[src/rtl/efpga_mac_acc_if.sv]
// Purpose : handshake/data bundle between the MAE multiplier, the MAC accumulator and its consumer.
// Latency : none, wires only.
// Backpressure : carries P_READY upstream and ACC_READY from downstream.
// Signals : CLR abort; P/P_VALID/P_LAST/P_READY product side; ACC/ACC_VALID/ACC_READY/OVF/CNT result side.
interface efpga_mac_acc_if #(
   parameter int P_WIDTH   = 40,
   parameter int ACC_WIDTH = 48
);
   logic                        CLR;
   logic signed [P_WIDTH-1:0]   P;
   logic                        P_VALID;
   logic                        P_LAST;
   logic                        P_READY;
   logic signed [ACC_WIDTH-1:0] ACC;
   logic                        ACC_VALID;
   logic                        ACC_READY;
   logic                        OVF;
   logic [7:0]                  CNT;

   // Environment view: drives products, abort and result acceptance.
   modport master (
      output CLR, P, P_VALID, P_LAST, ACC_READY,
      input  P_READY, ACC, ACC_VALID, OVF, CNT
   );

   // Accumulator view.
   modport slave (
      input  CLR, P, P_VALID, P_LAST, ACC_READY,
      output P_READY, ACC, ACC_VALID, OVF, CNT
   );
endinterface

[src/rtl/efpga_mac_acc.sv]
// Purpose : accumulates signed multiplier products into a dot-product result (wrap or saturate).
// Latency : ACC_VALID rises the cycle after the P_LAST term is accepted.
// Backpressure : P_READY low while a result is held; result held until ACC_READY.
// Ports : CLK, SRST (sync, active high) plain; everything else through efpga_mac_acc_if.slave.
module efpga_mac_acc #(
   parameter int P_WIDTH   = 40,
   parameter int ACC_WIDTH = 48,
   parameter int SATURATE  = 0
) (
   input  logic           CLK,
   input  logic           SRST,
   efpga_mac_acc_if.slave bus
);

   typedef enum logic [1:0] {
      S_IDLE  = 2'd0,
      S_ACCUM = 2'd1,
      S_HOLD  = 2'd2
   } state_t;

   localparam logic signed [ACC_WIDTH-1:0] ACC_MAX = {1'b0, {(ACC_WIDTH-1){1'b1}}};
   localparam logic signed [ACC_WIDTH-1:0] ACC_MIN = {1'b1, {(ACC_WIDTH-1){1'b0}}};

   state_t                      r_state, w_state_nxt;
   logic signed [ACC_WIDTH-1:0] r_acc, w_acc_nxt;
   logic [7:0]                  r_cnt, w_cnt_nxt;
   logic                        r_ovf, w_ovf_nxt;

   logic                        w_accept;
   logic signed [ACC_WIDTH-1:0] w_p_ext;
   logic signed [ACC_WIDTH-1:0] w_sum;
   logic signed [ACC_WIDTH-1:0] w_add_res;
   logic                        w_add_ovf;

   // Ready is a pure function of state so upstream never sees a combinational path.
   assign bus.P_READY   = (r_state != S_HOLD);
   assign bus.ACC_VALID = (r_state == S_HOLD);
   assign bus.ACC       = r_acc;
   assign bus.CNT       = r_cnt;
   assign bus.OVF       = r_ovf;

   assign w_accept = bus.P_VALID && bus.P_READY;
   assign w_p_ext  = ACC_WIDTH'(bus.P);     // signed cast sign-extends
   assign w_sum    = r_acc + w_p_ext;

   // Signed overflow: operands agree in sign but the sum does not.
   assign w_add_ovf = (r_acc[ACC_WIDTH-1] == w_p_ext[ACC_WIDTH-1]) &&
                      (w_sum[ACC_WIDTH-1] != r_acc[ACC_WIDTH-1]);

   // On saturation the clamp direction follows the accumulator sign before the add.
   always_comb begin
      w_add_res = w_sum;
      if ((SATURATE != 0) && w_add_ovf) begin
         w_add_res = r_acc[ACC_WIDTH-1] ? ACC_MIN : ACC_MAX;
      end
   end

   always_comb begin
      w_state_nxt = r_state;
      w_acc_nxt   = r_acc;
      w_cnt_nxt   = r_cnt;
      w_ovf_nxt   = r_ovf;
      case (r_state)
         S_IDLE: begin
            if (w_accept) begin
               w_acc_nxt   = w_p_ext;
               w_cnt_nxt   = 8'd1;
               w_ovf_nxt   = 1'b0;
               w_state_nxt = bus.P_LAST ? S_HOLD : S_ACCUM;
            end
         end
         S_ACCUM: begin
            if (w_accept) begin
               w_acc_nxt   = w_add_res;
               w_cnt_nxt   = (r_cnt == 8'hFF) ? r_cnt : r_cnt + 8'd1;
               w_ovf_nxt   = r_ovf | w_add_ovf;
               w_state_nxt = bus.P_LAST ? S_HOLD : S_ACCUM;
            end
         end
         S_HOLD: begin
            if (bus.ACC_READY) begin
               w_state_nxt = S_IDLE;
            end
         end
         default: w_state_nxt = S_IDLE;
      endcase
      // Abort wins over any accept or result hand-off in the same cycle.
      if (bus.CLR) begin
         w_state_nxt = S_IDLE;
         w_acc_nxt   = '0;
         w_cnt_nxt   = 8'd0;
         w_ovf_nxt   = 1'b0;
      end
   end

   always_ff @(posedge CLK) begin
      if (SRST) begin
         r_state <= S_IDLE;
         r_acc   <= '0;
         r_cnt   <= 8'd0;
         r_ovf   <= 1'b0;
      end else begin
         r_state <= w_state_nxt;
         r_acc   <= w_acc_nxt;
         r_cnt   <= w_cnt_nxt;
         r_ovf   <= w_ovf_nxt;
      end
   end

endmodule

[src/flat_wrapper.sv]
// flat-port wrapper written by rule: the top's interface ports become plain ports
module efpga_mac_acc_flat 
#(
   parameter int P_WIDTH   = 40,
   parameter int ACC_WIDTH = 48,
   parameter int SATURATE  = 0
)
  (CLK, SRST, bus_CLR, bus_P, bus_P_VALID, bus_P_LAST, bus_ACC_READY, bus_P_READY, bus_ACC, bus_ACC_VALID, bus_OVF, bus_CNT);
  efpga_mac_acc_if #(.P_WIDTH(P_WIDTH), .ACC_WIDTH(ACC_WIDTH)) bus_i ();
  input  logic CLK;
  input  logic SRST;
  input wire logic [$bits(bus_i.CLR)-1:0] bus_CLR;
  input wire logic [$bits(bus_i.P)-1:0] bus_P;
  input wire logic [$bits(bus_i.P_VALID)-1:0] bus_P_VALID;
  input wire logic [$bits(bus_i.P_LAST)-1:0] bus_P_LAST;
  input wire logic [$bits(bus_i.ACC_READY)-1:0] bus_ACC_READY;
  output wire logic [$bits(bus_i.P_READY)-1:0] bus_P_READY;
  output wire logic [$bits(bus_i.ACC)-1:0] bus_ACC;
  output wire logic [$bits(bus_i.ACC_VALID)-1:0] bus_ACC_VALID;
  output wire logic [$bits(bus_i.OVF)-1:0] bus_OVF;
  output wire logic [$bits(bus_i.CNT)-1:0] bus_CNT;
  assign bus_i.CLR = bus_CLR;
  assign bus_i.P = bus_P;
  assign bus_i.P_VALID = bus_P_VALID;
  assign bus_i.P_LAST = bus_P_LAST;
  assign bus_i.ACC_READY = bus_ACC_READY;
  assign bus_P_READY = bus_i.P_READY;
  assign bus_ACC = bus_i.ACC;
  assign bus_ACC_VALID = bus_i.ACC_VALID;
  assign bus_OVF = bus_i.OVF;
  assign bus_CNT = bus_i.CNT;
  efpga_mac_acc #(.P_WIDTH(P_WIDTH), .ACC_WIDTH(ACC_WIDTH), .SATURATE(SATURATE)) u_core (.CLK(CLK), .SRST(SRST), .bus(bus_i));
endmodule
[config.mk]
export PLATFORM = sky130hd
export DESIGN_NAME = efpga_mac_acc_flat
export DESIGN_NICKNAME = d
export VERILOG_FILES = /design/src/rtl/efpga_mac_acc_if.sv /design/src/rtl/efpga_mac_acc.sv /design/src/flat_wrapper.sv
export SDC_FILE = /design/constraint.sdc
export NUM_CORES = 1
export LEC_CHECK = 0
export CORE_UTILIZATION = 48
export DETAILED_ROUTE_END_ITERATION = 8
export PLACE_DENSITY = 0.85
export SLEW_MARGIN = 20
export SYNTH_ARGS = -nofsm -noshare
export SYNTH_HDL_FRONTEND = slang
export SYNTH_SLANG_ARGS = --single-unit
export TNS_END_PERCENT = 10
[constraint.sdc]
create_clock -name CLK -period 2.6 [get_ports CLK]
set_input_delay 0.26 -clock CLK [delete_from_list [all_inputs] [get_ports CLK]]
set_output_delay 0.26 -clock CLK [all_outputs]
set_load 0.05 [all_outputs]
==> impl_summary.log <==
[metrics] fraction of power consumed by combinational cells: 38.3%
[metrics] deepest clock path buffer count: 2
[metrics] area growth from synthesis to final layout: 50.8%
[metrics] worst min path class: primary input to register
[metrics] simple-gate share of the synthesized area: 17.4%
[metrics] count of maximum capacitance violations: 0
[metrics] share of the clock period used by the worst path: 105%
[metrics] unrepaired setup endpoints after global routing: yes
[metrics] multiplexer fraction of the synthesized cell area: 1.92%
[metrics] post-synthesis instance area: 5200 um^2
[metrics] worst path required time: 2.85 ns
[metrics] final hold violation count: 0
[metrics] part of the Yosys area used for sequential elements: 22.7%
[metrics] element type at the critical path start: register
[metrics] total global-route track usage: 32.1%
[metrics] effective utilization at floorplan: 49.9%
[metrics] cell count after placement: 991
[metrics] switching fraction of total power: 36.6%
[metrics] Non-Filler Cell Area, Final: 7850 um^2
[metrics] vias post-DR: 6111
[metrics] number of synthesized register bits: 59
[metrics] I/O pin cnt: 105
[metrics] pin slew with the least headroom to its limit: 0.698 ns
[metrics] critical path type: register to register
[metrics] number of nets still failing antenna checks after routing: 0
[metrics] worst-path cell with the longest stage delay: sky130_fd_sc_hd__a211o_1
[metrics] Max Fclk: 366 MHz
[metrics] input/output buffers: 104
[metrics] number of antenna cells inserted: 0
[metrics] R2R Path Start: u_core.bus.ACC[12]
[metrics] CTS tree: yes
[metrics] DRC marker count from the first detailed-route iteration: 422
[metrics] htree depth: 3
[metrics] maximum fanout encountered on the critical timing path: 4
[metrics] router iterations before antenna repair: 6
[metrics] Die Width: 106 um
[metrics] fraction of synthesized cell area taken by the top area cell type: 22.7%
[metrics] hold-fix buffers at CTS: 0
[metrics] number of enable flip-flop cells after synthesis: 0
[metrics] setup slack of the most critical reg-to-reg path: -0.13 ns
[metrics] cell at the root of the clock tree: sky130_fd_sc_hd__clkbuf_8
[metrics] share of the synthesized netlist area taken by xor and xnor gates: 7.24%
[metrics] proportion of layout cells with a drive suffix above 1: 28.9%
[metrics] biggest cell delay along the critical path: 0.36 ns
[metrics] syn_area_per_cell: 7.92 um^2
[metrics] Die Area: 11300 um^2
[metrics] clock network latency to the later pin of the worst-skew pair: 0.38 ns
[metrics] Internal: 1.90 mW
[metrics] Synth Area in Compound Gates: 33.9%
[metrics] power density cells: 382 nW/um^2
[metrics] DRC errors left: 0
[metrics] maximum number of pins on one net before global-route repair: 39
[metrics] Worst EP arrival: 2.98 ns
[metrics] Sw Pwr: 1.10 mW
[metrics] Core Box Area: 10400 um^2
[metrics] top cells by area, synth: sky130_fd_sc_hd__dfxtp_1, sky130_fd_sc_hd__ha_1, sky130_fd_sc_hd__a21oi_1
[metrics] number of global-route vias before repair: 6081
[metrics] most frequent cell on the critical path: sky130_fd_sc_hd__o21ai_2
[metrics] adder-cell area share of the yosys netlist: 11.9%
[metrics] share of power burned in registers: 32.3%
[metrics] clock share of power: 29.4%
[metrics] sink count of the clock tree: 59
[metrics] gr ovfl total: 0
[metrics] Post-Syn Nets: 752
[metrics] worst IR drop on VDD: 272 uV
[metrics] Async S/R FF share, synth: 0%
[metrics] end point of the worst hold path: u_core.bus.ACC[15]
[metrics] minimum hold slack: 0.337 ns
[metrics] final setup skew: 0.0173 ns
[metrics] Post-synth top flop: sky130_fd_sc_hd__dfxtp_1
[metrics] worst path setup slack after routing: -0.129 ns
[metrics] result of the run: finished with violations
[metrics] cell accounting for the most synthesized area: sky130_fd_sc_hd__dfxtp_1
[metrics] cell area reported after detailed placement: 7360 um^2
[metrics] number of core rows: 37
[metrics] initial antenna violation count: 0
[metrics] total chip power: 2.99 mW
[metrics] nets@finish: 963
[metrics] detailed-route vias per instance: 6.06
[metrics] R2R Path End: u_core.bus.ACC[47]
[metrics] relative max-transition margin: 53.5%
[metrics] aggregate routed wire length: 18600 um
[metrics] wire length of the first global-routing pass: 28800 um
[metrics] leakage component of the power: 3.51 nW
[metrics] violations in the final reports: negative setup slack
[metrics] most frequent cells after synthesis: sky130_fd_sc_hd__a21oi_1, sky130_fd_sc_hd__nand2_1, sky130_fd_sc_hd__dfxtp_1, sky130_fd_sc_hd__nor2_1, sky130_fd_sc_hd__ha_1
[metrics] count of unique library cells instantiated by Yosys: 68
[metrics] Synth warnings: 0
[metrics] total CTS buffers: 9
[metrics] HPWL reported at the end of detailed placement: 13000 um
[metrics] worst path cell trace: ha_4 > a21oi_4 > o21ai_2 > a211o_1 > a21oi_2 > o211ai_1 > o21ai_2 > o211a_1 > xor2_1 > nand3_1 > nor3b_2
[metrics] Hold Path Cell Cnt: 3
[metrics] routability cong.: 0.947
[metrics] critical path endpoint category: register
[metrics] post-layout minimum cycle time: 2.73 ns
[metrics] number of instances in the synthesized netlist: 657
[metrics] launch point of the worst hold path: bus_P[15]
[metrics] Finish-stage setup viols: 16
[metrics] top-count cell post-synth: sky130_fd_sc_hd__a21oi_1
[metrics] non-filler cells, final: 1009
[metrics] Max Transition Viols Final: 0
[metrics] largest family of logic cells by synthesized area: compound AO/OA/AOI/OAI gates
[metrics] average routed wire per standard cell: 18.4 um
[metrics] fillcell total: 735
[metrics] cells on worst reg2reg path: 11
[metrics] clock-pin slew of the registers on the worst-case setup and hold paths: 0.08 ns
[metrics] Die Height: 106 um
## worst max-delay path by stage
| stage | depth (start not counted) | startpoint | end |
|---|---|---|---|
| 6_report | 11 | u_core.bus.ACC[12] | u_core.bus.ACC[47] |
| 5_1_grt | 13 | bus_P[13] | u_core.bus.ACC[39] |
| 4_1_cts | 13 | u_core.bus.ACC[0] | u_core.bus.ACC[38] |
| 3_5_place_dp | 12 | bus_P[18] | u_core.bus.ACC[31] |
| 3_3_place_gp | 12 | bus_P[17] | u_core.bus.ACC[38] |
| 2_1_floorplan | 13 | u_core.bus.ACC[0] | u_core.bus.ACC[38] |
## final cells by class
class                      count  area [um^2]  area share, %
multi-input combinational    546         4140           52.7
timing repair buffer         238         2060           26.3
sequential                    59         1240           15.8
tap                          136          170           2.17
clock buffer                  11          131           1.67
clock inverter                 5         53.8          0.686
inverter                      14         52.6          0.670
## power groups by stage
stage / Combinational, mW / Sequential [mW] / Clock, mW
after floorplan: 0.521 / 1.09 / 0
after global placement: 1.03 / 0.982 / 0
after detailed placement: 1.06 / 0.983 / 0
after CTS: 1.09 / 0.964 / 0.870
after global routing: 1.22 / 0.971 / 0.904
final: 1.15 / 0.967 / 0.879
## timing repair
action                     CTS  global route
cloned                       0             0
gates resized for setup     31            32
setup endpoints to repair   26            30
pin swaps                   20            19
buffers inserted             1             1
## routing by layer
| metal | part of all wire (%) | global-route usage, % | vias up |
|---|---|---|---|
| li1 | - | - | 2870 |
| met1 | 41 | 39.4 | 2897 |
| met2 | 49 | 56.5 | 289 |
| met3 | 7.3 | 3.80 | 55 |
| met4 | 2.8 | 13.1 | 0 |
| met5 | 0 | 0 | - |
## state kept, by name, indices dropped and copies added, names as in the netlist
| signal | cells |
|---|---|
| u_core.bus.CNT | 8 |
| u_core.r_state | 2 |
| u_core.bus.OVF | 1 |
| u_core.bus.ACC | 48 |
## stage by stage
step                      util [%]  TNS (ns)  setup WS, ns
after floorplan                  -    -0.238       -0.0622
after global placement        70.6    -12.21        -0.537
after detailed placement      70.6    -14.67        -0.652
after CTS                     73.9    -0.442       -0.0782
after global routing          75.3     -3.14        -0.234
final                         75.3     -1.01        -0.129
## cell usage in the layout (no fill, tap or decap), types with 4 or more instances in the layout
cell type / Yosys / layout
sky130_fd_sc_hd__a21oi_4: 1 / 5
sky130_fd_sc_hd__a21o_1: 39 / 39
sky130_fd_sc_hd__clkdlybuf4s50_1: 0 / 93
sky130_fd_sc_hd__dfxtp_1: 59 / 29
sky130_fd_sc_hd__nor2_1: 59 / 57
sky130_fd_sc_hd__nand2_1: 61 / 61
sky130_fd_sc_hd__o211ai_1: 7 / 7
sky130_fd_sc_hd__inv_1: 13 / 12
sky130_fd_sc_hd__mux2i_1: 10 / 10
sky130_fd_sc_hd__or2_2: 5 / 5
sky130_fd_sc_hd__dfxtp_2: 0 / 22
sky130_fd_sc_hd__clkbuf_8: 3 / 9
sky130_fd_sc_hd__xnor2_1: 25 / 25
sky130_fd_sc_hd__o21ai_0: 26 / 18
sky130_fd_sc_hd__ha_1: 48 / 32
sky130_fd_sc_hd__buf_4: 1 / 134
sky130_fd_sc_hd__nand4_1: 13 / 13
sky130_fd_sc_hd__dlygate4sd2_1: 0 / 5
sky130_fd_sc_hd__nor3_1: 10 / 8
sky130_fd_sc_hd__a21oi_2: 1 / 7
sky130_fd_sc_hd__o21ai_2: 2 / 4
sky130_fd_sc_hd__a21oi_1: 81 / 71
sky130_fd_sc_hd__nand3_1: 10 / 10
sky130_fd_sc_hd__dfxtp_4: 0 / 8
sky130_fd_sc_hd__o21ai_1: 3 / 9
sky130_fd_sc_hd__o21a_1: 5 / 5
sky130_fd_sc_hd__ha_4: 0 / 16
sky130_fd_sc_hd__o221ai_1: 24 / 24
sky130_fd_sc_hd__xor2_1: 18 / 18
sky130_fd_sc_hd__and2_1: 4 / 4
sky130_fd_sc_hd__o21bai_1: 8 / 8
sky130_fd_sc_hd__dlymetal6s2s_1: 0 / 4
sky130_fd_sc_hd__a211oi_1: 9 / 8
sky130_fd_sc_hd__a31oi_1: 13 / 12
sky130_fd_sc_hd__nand2b_1: 6 / 5
sky130_fd_sc_hd__a211o_1: 4 / 4
sky130_fd_sc_hd__and3_1: 10 / 9
## cell families (layout without fill, tap and decap cells)
logic type	Yosys count	count (layout)
XOR/XNOR	43	43
adder cells (fa/ha/maj)	49	49
multiplexers	10	10
AO/OA/AOI/OAI	250	250
flip-flops	59	59
AND/OR/NAND/NOR	194	194
buffers and inverters	52	268
## critical path: cells and delay by family, from the launching register on
| family | cells | cell delay [ns] |
|---|---|---|
| adder cells (fa/ha/maj) | 1 | 0.27 |
| AO/OA/AOI/OAI | 7 | 1.50 |
| AND/OR/NAND/NOR | 2 | 0.28 |
| flip-flops | 1 | 0.35 |
| XOR/XNOR | 1 | 0.21 |
No activity file was read; power rests on OpenSTA's default activity.
